**src/rtl/obi_rr_bridge.sv**
```systemverilog
`default_nettype none
// ============================================================================
//  Module      : obi_rr_bridge
//  Description : Round-robin OBI bridge from NCH requestor channels to one
//                memory port. It keeps an in-order ID FIFO so that responses
//                are routed back to the channel that issued each transaction.
//  Revision    : 1.0  initial release
// ============================================================================
module obi_rr_bridge #(
    parameter int NCH       = 2,
    parameter int AW        = 32,
    parameter int DW        = 32,
    parameter int MAX_OUTST = 4
) (
    input  logic                           clk,
    input  logic                           rst,
    input  logic [NCH-1:0]                 ch_req,
    input  logic [NCH*AW-1:0]              ch_addr,
    input  logic [NCH-1:0]                 ch_web,
    input  logic [NCH*DW-1:0]              ch_wdata,
    output logic [NCH-1:0]                 ch_gnt,
    output logic [NCH-1:0]                 ch_rvalid,
    output logic [DW-1:0]                  ch_rdata,
    output logic                           mem_req,
    output logic [AW-1:0]                  mem_addr,
    output logic                           mem_web,
    output logic [DW-1:0]                  mem_wdata,
    input  logic                           mem_gnt,
    input  logic                           mem_rvalid,
    input  logic [DW-1:0]                  mem_rdata,
    output logic [$clog2(MAX_OUTST+1)-1:0] outst_cnt,
    output logic                           err_rsp
);

    localparam int C_PW = (NCH > 1) ? $clog2(NCH) : 1;
    localparam int C_FW = (MAX_OUTST > 1) ? $clog2(MAX_OUTST) : 1;
    localparam int C_CW = $clog2(MAX_OUTST + 1);

    localparam logic [C_PW-1:0] C_LAST_CH = C_PW'(NCH - 1);
    localparam logic [C_CW-1:0] C_MAX_CNT = C_CW'(MAX_OUTST);

    logic [C_PW-1:0] r_prio_ptr;
    logic            r_lock_vld;
    logic [C_PW-1:0] r_lock_id;
    logic [C_CW-1:0] r_cnt;
    logic            r_err;

    logic [C_PW-1:0] w_hi_id;
    logic            w_hi_vld;
    logic [C_PW-1:0] w_lo_id;
    logic [C_PW-1:0] w_arb_id;
    logic [C_PW-1:0] w_sel_id;
    logic            w_sel_web;
    logic            w_any;
    logic            w_can_issue;
    logic            w_accept;
    logic            w_pop;
    logic            w_stray;
    logic [C_PW-1:0] w_head;

    // Scanning downwards leaves the lowest-numbered requester in each half:
    // "hi" covers channels at or above prio_ptr, "lo" the whole vector for the wrap.
    always_comb begin
        w_hi_id  = '0;
        w_hi_vld = 1'b0;
        w_lo_id  = '0;
        for (int i = NCH - 1; i >= 0; i--) begin
            if (ch_req[i]) begin
                w_lo_id = C_PW'(i);
                if (C_PW'(i) >= r_prio_ptr) begin
                    w_hi_id  = C_PW'(i);
                    w_hi_vld = 1'b1;
                end
            end
        end
        w_arb_id = w_hi_vld ? w_hi_id : w_lo_id;
    end

    assign w_sel_id    = r_lock_vld ? r_lock_id : w_arb_id;
    assign w_any       = rst && (r_lock_vld || (|ch_req));
    assign w_can_issue = (r_cnt < C_MAX_CNT) || mem_rvalid;
    assign mem_req     = w_can_issue && w_any;
    assign w_accept    = mem_req && mem_gnt;
    assign w_pop       = rst && mem_rvalid && (r_cnt != '0);
    assign w_stray     = mem_rvalid && (r_cnt == '0);

    always_comb begin
        mem_addr  = '0;
        mem_wdata = '0;
        w_sel_web = 1'b1;
        for (int i = 0; i < NCH; i++) begin
            if (w_sel_id == C_PW'(i)) begin
                mem_addr  = ch_addr[i*AW +: AW];
                mem_wdata = ch_wdata[i*DW +: DW];
                w_sel_web = ch_web[i];
            end
        end
    end

    assign mem_web = w_any ? w_sel_web : 1'b1;

    always_comb begin
        ch_gnt    = '0;
        ch_rvalid = '0;
        for (int i = 0; i < NCH; i++) begin
            ch_gnt[i]    = w_accept && (w_sel_id == C_PW'(i));
            ch_rvalid[i] = w_pop && (w_head == C_PW'(i));
        end
    end

    assign ch_rdata  = mem_rdata;
    assign outst_cnt = r_cnt;
    assign err_rsp   = r_err;

    // Arbitration, lock and occupancy state
    always_ff @(posedge clk or negedge rst) begin
        if (!rst) begin
            r_prio_ptr <= '0;
            r_lock_vld <= 1'b0;
            r_lock_id  <= '0;
            r_cnt      <= '0;
            r_err      <= 1'b0;
        end else begin
            if (w_accept) begin
                r_prio_ptr <= (w_sel_id == C_LAST_CH) ? '0 : w_sel_id + 1'b1;
                r_lock_vld <= 1'b0;
            end else if (mem_req) begin
                r_lock_vld <= 1'b1;
                r_lock_id  <= w_sel_id;
            end
            case ({w_accept, w_pop})
                2'b10:   r_cnt <= r_cnt + 1'b1;
                2'b01:   r_cnt <= r_cnt - 1'b1;
                default: r_cnt <= r_cnt;
            endcase
            if (w_stray) begin
                r_err <= 1'b1;
            end
        end
    end

    generate
        if (MAX_OUTST > 1) begin : g_fifo_multi
            localparam logic [C_FW-1:0] C_LAST_SLOT = C_FW'(MAX_OUTST - 1);

            logic [C_PW-1:0] r_fifo [MAX_OUTST];
            logic [C_FW-1:0] r_wr_ptr;
            logic [C_FW-1:0] r_rd_ptr;

            always_ff @(posedge clk or negedge rst) begin
                if (!rst) begin
                    r_wr_ptr <= '0;
                    r_rd_ptr <= '0;
                end else begin
                    if (w_accept) begin
                        r_wr_ptr <= (r_wr_ptr == C_LAST_SLOT) ? '0 : r_wr_ptr + 1'b1;
                    end
                    if (w_pop) begin
                        r_rd_ptr <= (r_rd_ptr == C_LAST_SLOT) ? '0 : r_rd_ptr + 1'b1;
                    end
                end
            end

            // Payload needs no reset: occupancy alone decides what is valid
            always_ff @(posedge clk) begin
                if (w_accept) begin
                    r_fifo[r_wr_ptr] <= w_sel_id;
                end
            end

            assign w_head = r_fifo[r_rd_ptr];
        end else begin : g_fifo_single
            logic [C_PW-1:0] r_slot;

            always_ff @(posedge clk) begin
                if (w_accept) begin
                    r_slot <= w_sel_id;
                end
            end

            assign w_head = r_slot;
        end
    endgenerate

endmodule
`default_nettype wire
```
**config.mk**
```make
export PLATFORM = sky130hd
export DESIGN_NAME = obi_rr_bridge
export DESIGN_NICKNAME = d
export VERILOG_FILES = /design/src/rtl/obi_rr_bridge.sv
export SDC_FILE = /design/constraint.sdc
export NUM_CORES = 1
export LEC_CHECK = 0
export ABC_AREA = 1
export CAP_MARGIN = 10
export CORE_AREA = 2 2 107 109
export CTS_CLUSTER_DIAMETER = 120
export DETAILED_ROUTE_END_ITERATION = 6
export DIE_AREA = 0 0 109 111
export RECOVER_POWER = 50
export SYNTH_ARGS = -nofsm -noshare
export SYNTH_HDL_FRONTEND = slang
export SYNTH_SLANG_ARGS = --single-unit
```
**constraint.sdc**
```tcl
create_clock -name clk -period 2.3 [get_ports clk]
set_input_delay 0.69 -clock clk [delete_from_list [all_inputs] [get_ports clk]]
set_output_delay 0.69 -clock clk [all_outputs]
set_load 0.005 [all_outputs]
```
-- After elaboration in Yosys (flattened, before gate mapping)
Memory sizes are Yosys's and may differ from the RTL's.
Cells that the tools add are included.
- RAM bits: 4
- logic and storage cells: 63
- memories: 1
- bits in registers: 11
- memories (memory ; depth ; width ; read ports ; clocked after Yosys merged registers in ; write ports ; RTL line ; RTL):
    g_fifo_multi.r_fifo ; 4 ; 1 ; 1 ; 0 ; 1 ; 146 ; logic [C_PW-1:0] r_fifo [MAX_OUTST];
- $add $sub $neg: 5
- eq/ne operators: 4
- muxes and demuxes: 22
- $lt $le $gt $ge: 3
- bitwise operators: 3
- reductions and logical operators: 18
- operators with widths (cell ; count):
    2-to-1 mux 32 bit ; 2
    2-to-1 mux 1 bit ; 17
    logical AND 1 bit ; 10
    == test 2 bit, second input constant ; 3
    case mux 3 bit (2 select lines) ; 1
    adder 2 x 1 -> 2 bit, second input constant ; 2
    2-to-1 mux 2 bit ; 2
    nonzero test 2 bit ; 2
    adder 3 x 1 -> 3 bit, second input constant ; 1
    zero test 3 bit ; 1
    less-than comparator 3 bit, second input constant ; 1
    inverter 1 bit ; 3
    nonzero test 3 bit ; 1
    subtractor 3 x 1 -> 3 bit, second input constant ; 1
    == test 2 x 1 -> 1 bit, second input constant ; 1
    >= comparator 1 bit, first input constant ; 2
    logical OR 1 bit ; 2
    AND reduction 2 bit ; 1
    OR reduction 2 bit ; 1
    adder 1 bit, second input constant ; 1

-- Longest topological paths before layout
Gate-level depths: netlist (run 1).
- depth after elaboration: 9
- gate-level depth with buffers: 10
- mapped depth without buffers: 10

-- Worst setup path after synthesis (run 1)
Ideal clock, no wire load.
- path type: input to register
- start: input port ch_req[1]
- end: register r_cnt[2], in the netlist outst_cnt[2]
- setup time: 79 ps
- cell stages on the path: 9
- path buffers: 0
- path slack: 136 ps
- data arrival time: 2085 ps
- required time: 2221 ps
- cell sequence: nor2_1 -> nand2_1 -> nand4_2 -> ha_1 -> inv_1 -> fa_1 -> or2_2 -> nand2_1 -> xor2_1
- longest elaborated chain between the ends: 7
- ends and longest elaborated chain (what ; RTL line ; RTL):
    from (decl) ; 17 ; input logic [NCH-1:0] ch_req,
    OR reduction 2 bit (*) ; 80 ; assign w_any = rst && (r_lock_vld || (|ch_req));
    logical OR 1 bit (*) ; 80 ;
    logical AND 1 bit (*) ; 80 ;
    logical AND 1 bit (*) ; 82 ; assign mem_req = w_can_issue && w_any;
    logical AND 1 bit (*) ; 83 ; assign w_accept = mem_req && mem_gnt;
    == test 2 x 1 -> 1 bit / == test 2 bit (equally long branches) ; 131 ; case ({w_accept, w_pop})
    case mux 3 bit (2 select lines) / nonzero test 2 bit (equally long branches) ; - ;
    to (signal assigned) ; 132 ; 2'b10: r_cnt <= r_cnt + 1'b1;
    to (signal assigned) ; 133 ; 2'b01: r_cnt <= r_cnt - 1'b1;
    to (signal assigned) ; 134 ; default: r_cnt <= r_cnt;
    to (decl) ; 45 ; logic [C_CW-1:0] r_cnt;
Every way passes the cells marked *; elsewhere a longest branch is shown, timed or not.
A chain may end at the register's enable or synchronous reset.

-- Final worst setup path (run 1)
- start: input port ch_req[0]
- end: output port mem_wdata[31]
- longest elaborated chain between the ends: 4
- ends and longest elaborated chain (what ; RTL line ; RTL):
    2-to-1 mux 1 bit ; 68 ; if (ch_req[i]) begin
    2-to-1 mux 1 bit (*) ; 76 ; w_arb_id = w_hi_vld ? w_hi_id : w_lo_id;
    2-to-1 mux 1 bit (*) ; 79 ; assign w_sel_id = r_lock_vld ? r_lock_id : w_arb_id;
    2-to-1 mux 32 bit (*) ; 92 ; if (w_sel_id == C_PW'(i)) begin
    to (decl) ; 27 ; output logic [DW-1:0] mem_wdata,
Marked as above.

==> flow_summary.yaml, run 1 <==
floorplanning:
  ios: 274
  rows: 39
  coreArea_sq_um: 11100
  dieHeight_um: 111
  die_x_um: 109
  start_util: 0.173
  dieArea_sq_um: 12100
synthesis:
  synth_compound_area_frac: 0.0235
  synthXorXnorAreaFrac: 0.00916
  syn-cell-area_sq_um: 1910
  synth-seq-cells: 15
  async_reset_ff_frac: 0.733
  yosysSeqAreaShare: 0.207
  synth.largest_area_cell: "nand2_1"
  syn_inst: 339
  avgSynthCellArea_sq_um: 5.64
  yosys-top-cells-area: "nand2_1 (43%), dfrtp_1 (14%), buf_4 (14%)"
  synthSimpleGateAreaFrac: 0.488
  synth_commonest_cells: "nand2_1 (218), buf_4 (36), inv_1 (19), nor2_1 (12), dfrtp_1 (11)"
  synth_mux_area_frac: 0
  synth_top_area_share: 0.428
  syn_nets: 514
  synth_top_family_by_area: "simple AND/OR/NAND/NOR gates"
  synth_fa_ha_area_frac: 0.0497
  synth_edf_count: 4
  synthFlopType: "dfrtp_1"
  synth.distinct_cells: 23
  yosysMostFrequentCell: "nand2_1"
  ys_warn_count: 0
sta:
  hold_viol: 0
  setup_ws_ns: -0.113
  finalMaxSlewViolations: 0
  setup_violations: 44
  skew_ns: 0.00205
  rsz0062_at_grt: "yes"
  slew_headroom: 0.770
  finalCritPeriodShare: 1.05
  worstMarginPinSlew_ns: 0.346
  period_needed_ns: 2.41
  finalSetupTns_ns: -1.70
  fmax_mhz: 414
setup_path:
  critPathArrivalTime_ns: 1.72
  crit_fanout: 6
  crit_type: "input pin to primary output"
  r2r_start: "r_lock_vld"
  cp_top_family: "buffers and inverters"
  worst_path_max_delay_cell: "buf_12"
  reg2reg_to: "outst_cnt[2]"
  path_cells: "buf_8, nand2_4, nand3_4, nand2_8, inv_8, buf_12, buf_16, buf_8, nand2_2, nand2_1, buf_2"
  crit_top_cell: "buf_8"
  worstSetupStartpointType: "input pin"
  endpoint_kind: "primary output"
  r2r_cells: 11
  slowest_delay_ns: 0.13
  r2r_setup_slack_ns: 0.20
  worstPathRequired_ns: 1.61
  critPathBufInv: 6
clock_network:
  cts_tree: "built"
  path_clk_slew_ns: 0.05
  hold_buffers: 0
  cts_buffers: 3
  clk_latency_ns: 0.24
  htree_levels: 1
  cts_sinks: 15
  cts_root_buf: "clkbuf_16"
  clockBufferDepth: 2
drt:
  routed_wl_mm: 11.7
  drt-vias-per-instance: 4.10
  first_pass_iters: 4
  ant_nets: 0
  drt-initial-drc-count: 85
  vias: 2883
  drc: 0
  avgRoutedWirePerCell_um: 16.6
grt:
  grt_max_degree: 10
  grt_pass1_vias: 2873
  grt_usage: 0.181
  top_usage_layer: "met2"
  use_met1: 0.232
  grt-ovfl-total: 0
  grtUsageMet2: 0.307
  grt_pass1_wl_mm: 16.4
  antenna_found_initial: 0
  gr-usage-met3: 0.0529
run_status:
  violations: "setup timing"
  run_status: "finished with violations"
power_and_ir_drop:
  peakVddDrop_v: 0.000354
  power.leakage_nw: 2.52
  seqPwrFrac: 0.102
  combPwrFrac: 0.822
  clkPwrFrac: 0.075
  intPower_mw: 2.62
  power_density_nw_per_um2: 890
  switching_power_mw: 1.80
  power_switching_share: 0.407
hold_path:
  min_to: "err_rsp"
  hold_depth: 1
  hold_class: "flip-flop to flip-flop"
  hold_start: "err_rsp"
finish:
  synthToLayoutAreaGrowth_pct: 160
  drive_above_1_share: 0.428
  design_area_sq_um: 4980
  fin_nets: 737
  diodes: 0
placement:
  postPlaceCellArea_sq_um: 4010
  globalplace.congestion: 0.783
  place_hpwl_mm: 8.18
  portBuffers: 209
run:
  cap_viol_max_count: 0
through the flow:
stage,hold WS [ns],cells,utilization,total power [mW],setup slack (ns)
after floorplan,0.394,339,-,1.51,0.136
after global placement,0.460,663,0.362,2.84,-0.892
after detailed placement,0.463,663,0.362,2.86,-0.909
after CTS,0.460,704,0.429,4.28,-0.130
after global routing,0.482,704,0.449,4.74,-0.159
final,0.473,704,0.449,4.43,-0.113
power by group through the flow:
stage | sequential, mW | combinational (mW) | clock, mW
2_1_floorplan | 0.442 | 1.06 | 0
3_3_place_gp | 0.449 | 2.39 | 0
3_5_place_dp | 0.456 | 2.40 | 0
4_1_cts | 0.455 | 3.49 | 0.340
5_1_grt | 0.467 | 3.92 | 0.352
6_report | 0.454 | 3.64 | 0.333
metal layers:
metal  up-vias  wire length (um)
met4         0                59
met2       151              5530
met5         -                 0
li1       1434                 -
met1      1292              4940
met3         6              1150
state kept, by name, indices dropped and copies added, names as in the netlist:
register               flops
g_fifo_multi.r_fifo        4
g_fifo_multi.r_rd_ptr      2
err_rsp                    1
outst_cnt                  3
r_prio_ptr                 1
r_lock_id                  1
r_lock_vld                 1
g_fifo_multi.r_wr_ptr      2
kinds of logic after synthesis:
| family | count (synthesis) |
|---|---|
| buffers and inverters | 66 |
| xor gates and xnor gates | 2 |
| AOI/OAI and AO/OA | 8 |
| DFF | 15 |
| and+or+nand+nor | 241 |
| adders and majority gates | 7 |
area by class of cell:
class	instances	area, sq um
well taps	143	179
multi-input cells	258	1580
repair buffers	264	2660
fillers	1088	6100
flip-flops and latches	15	395
clock buffers	4	78.8
inverters	20	82.6
cells in the final DEF, fill, tap and decap left out, drive strengths merged, types with 2 or more instances in the layout:
cell / n
nand3: 5
nand2: 219
clkdlybuf4s50: 134
o21ai: 4
dfrtp: 11
a21oi: 2
inv: 20
edfxtp: 4
ha: 6
dlygate4sd2: 4
nand4: 2
nor2: 12
or2: 2
clkbuf: 9
buf: 120
worst max-delay path by stage:
stage / startpoint / to / slack (ns) / cells past startpoint
6_report: ch_req[0] / mem_wdata[31] / -0.11 / 11
5_1_grt: ch_req[0] / mem_wdata[31] / -0.16 / 11
4_1_cts: ch_req[0] / mem_wdata[12] / -0.13 / 11
3_5_place_dp: ch_req[0] / mem_wdata[24] / -0.91 / 8
3_3_place_gp: ch_req[1] / mem_wdata[24] / -0.89 / 7
2_1_floorplan: ch_req[1] / outst_cnt[2] / 0.14 / 9
repair_timing:
item / in CTS / in global routing
gates resized for setup: 407 / 84
setup buffers: 26 / 3
pin swaps: 42 / 16
gates cloned: 13 / 1
setup endpoints to repair: 72 / 69
No activity file was read; power rests on OpenSTA's default activity.
==> inputs of run 2 (changes only) <==
--- a/config.mk
+++ b/config.mk
@@ -7,10 +7,13 @@
 export LEC_CHECK = 0
 export ABC_AREA = 1
 export CAP_MARGIN = 10
-export CORE_AREA = 2 2 107 109
+export CELL_PAD_IN_SITES_DETAIL_PLACEMENT = 0
+export CELL_PAD_IN_SITES_GLOBAL_PLACEMENT = 2
+export CORE_MARGIN = 4
+export CORE_UTILIZATION = 10
 export CTS_CLUSTER_DIAMETER = 120
 export DETAILED_ROUTE_END_ITERATION = 6
-export DIE_AREA = 0 0 109 111
+export PLACE_DENSITY_LB_ADDON = 0.1
 export RECOVER_POWER = 50
 export SYNTH_ARGS = -nofsm -noshare
 export SYNTH_HDL_FRONTEND = slang
==> flow_summary.yaml, run 2 (same netlist as run 1, synthesis figures left out) <==
sta:
  skew_ns: 0.00392
  hold_viol: 0
  setup_ws_ns: -0.0771
  fin_hold_ws_ns: 0.479
  finalCritPeriodShare: 1.03
  fmax_mhz: 421
  setup_violations: 49
  finalMaxSlewViolations: 0
  rsz0062_at_grt: "yes"
  finalSetupTns_ns: -2.27
  period_needed_ns: 2.38
  worstMarginPinSlew_ns: 0.392
  slew_headroom: 0.739
floorplanning:
  dieHeight_um: 146
  die_x_um: 146
  coreArea_sq_um: 18800
  dieArea_sq_um: 21400
  ios: 274
  rows: 50
  start_util: 0.102
setup_path:
  critPathArrivalTime_ns: 1.69
  crit_fanout: 6
  slowest_delay_ns: 0.14
  r2r_start: "r_lock_vld"
  worstPathRequired_ns: 1.61
  cp_top_family: "buffers and inverters"
  reg2reg_to: "outst_cnt[2]"
  worstSetupStartpointType: "input pin"
  path_cells: "buf_2, nand3_4, nand2_4, buf_12, buf_8, buf_8, buf_16, nand2_2, nand2_1, buf_2"
  crit_type: "input pin to primary output"
  critPathBufInv: 6
  endpoint_kind: "primary output"
  r2r_cells: 11
  r2r_setup_slack_ns: 0.22
  worst_path_max_delay_cell: "buf_16"
power_and_ir_drop:
  clkPwrFrac: 0.078
  combPwrFrac: 0.815
  switching_power_mw: 1.75
  power.leakage_nw: 2.50
  peakVddDrop_v: 0.000369
  power_switching_share: 0.403
  power_density_nw_per_um2: 858
  intPower_mw: 2.60
  seqPwrFrac: 0.107
clock_network:
  cts_root_buf: "clkbuf_16"
  clockBufferDepth: 2
  cts_buffers: 3
  cts_tree: "built"
  cts_sinks: 15
  hold_buffers: 0
  htree_levels: 1
  path_clk_slew_ns: 0.05
  clk_latency_ns: 0.25
finish:
  mostFrequentLayoutCells: "clkdlybuf4s50_1 (134), nand2_1 (119), nand2_2 (81)"
  post-route-util: 0.270
  drive_above_1_share: 0.441
  fin_nets: 752
  top_register: "g_fifo_multi.r_fifo"
  synthToLayoutAreaGrowth_pct: 165
  fillers: 2059
  fin_cells: 810
  seq_area_sq_um: 395
  mostFrequentLayoutCell: "clkdlybuf4s50_1"
  largest_register_ffs: 4
  multi_input_area_sq_um: 1480
  diodes: 0
grt:
  antenna_found_initial: 1
  grt_max_degree: 14
  grt_pass1_wl_mm: 17.4
  grt-ovfl-total: 0
  grt_usage: 0.103
  grt_pass1_vias: 3068
hold_path:
  hold_depth: 1
  hold_class: "flip-flop to flip-flop"
  hold_start: "err_rsp"
  min_to: "err_rsp"
placement:
  place_hpwl_mm: 8.35
  globalplace.congestion: 0.729
  place_inst: 762
  dp_slack_ns: -0.927
  portBuffers: 209
drt:
  drc: 0
  vias: 2888
  routed_wl_mm: 11.5
  drt-vias-per-instance: 3.57
  first_pass_iters: 4
  ant_nets: 0
  avgRoutedWirePerCell_um: 14.1
  drt-initial-drc-count: 31
run_status:
  violations: "setup timing"
  run_status: "finished with violations"
run:
  cap_viol_max_count: 0
==> run 2: power groups by stage <==
stage,Sequential (mW),Combinational (mW),Clock [mW]
floorplan,0.442,1.06,0
global placement,0.459,2.55,0
detailed placement,0.465,2.51,0
CTS,0.463,3.53,0.354
global route,0.483,3.89,0.363
finish,0.464,3.55,0.340
==> run 2: per-stage QoR <==
step                      total power [mW]  cell area, sq um
after floorplan                       1.51              1910
after global placement                3.01              4190
after detailed placement              2.98              4190
after CTS                             4.34              4910
after global routing                  4.74              5070
final                                 4.35              5070
==> run 2: area by class of cell <==
cell class / instances / area share
clock buffer: 3 / 0.0148
inverter: 20 / 0.0173
clock inverter: 1 / 0.000986
timing repair buffer: 279 / 0.540
multi-input combinational: 258 / 0.291
sequential: 15 / 0.0779
tap: 234 / 0.0577
==> run 2: per-layer routing <==
metal  up-vias  track usage  routed length, um
met5         -            0                  7
met4         2       0.0193                152
met3        16       0.0385               1140
met2       150        0.188               5730
met1      1255        0.116               4420
li1       1465            -                  -
==> run 2: worst max-delay path by stage <==
stage	start	to	slack, ns	cells past startpoint
4_1_cts	ch_req[0]	mem_wdata[21]	-0.09	11
6_report	ch_req[1]	mem_addr[22]	-0.08	10
5_1_grt	ch_req[0]	mem_wdata[11]	-0.14	11
3_5_place_dp	ch_req[1]	mem_addr[27]	-0.93	8
2_1_floorplan	ch_req[1]	outst_cnt[2]	0.14	9
3_3_place_gp	ch_req[1]	mem_addr[27]	-0.88	8
==> run 2: repair_timing <==
action | CTS | global route
resized for setup | 417 | 72
endpoints found under the setup margin | 72 | 70
setup buffers | 36 | 6
cloned | 11 | 0
pin swaps | 33 | 25
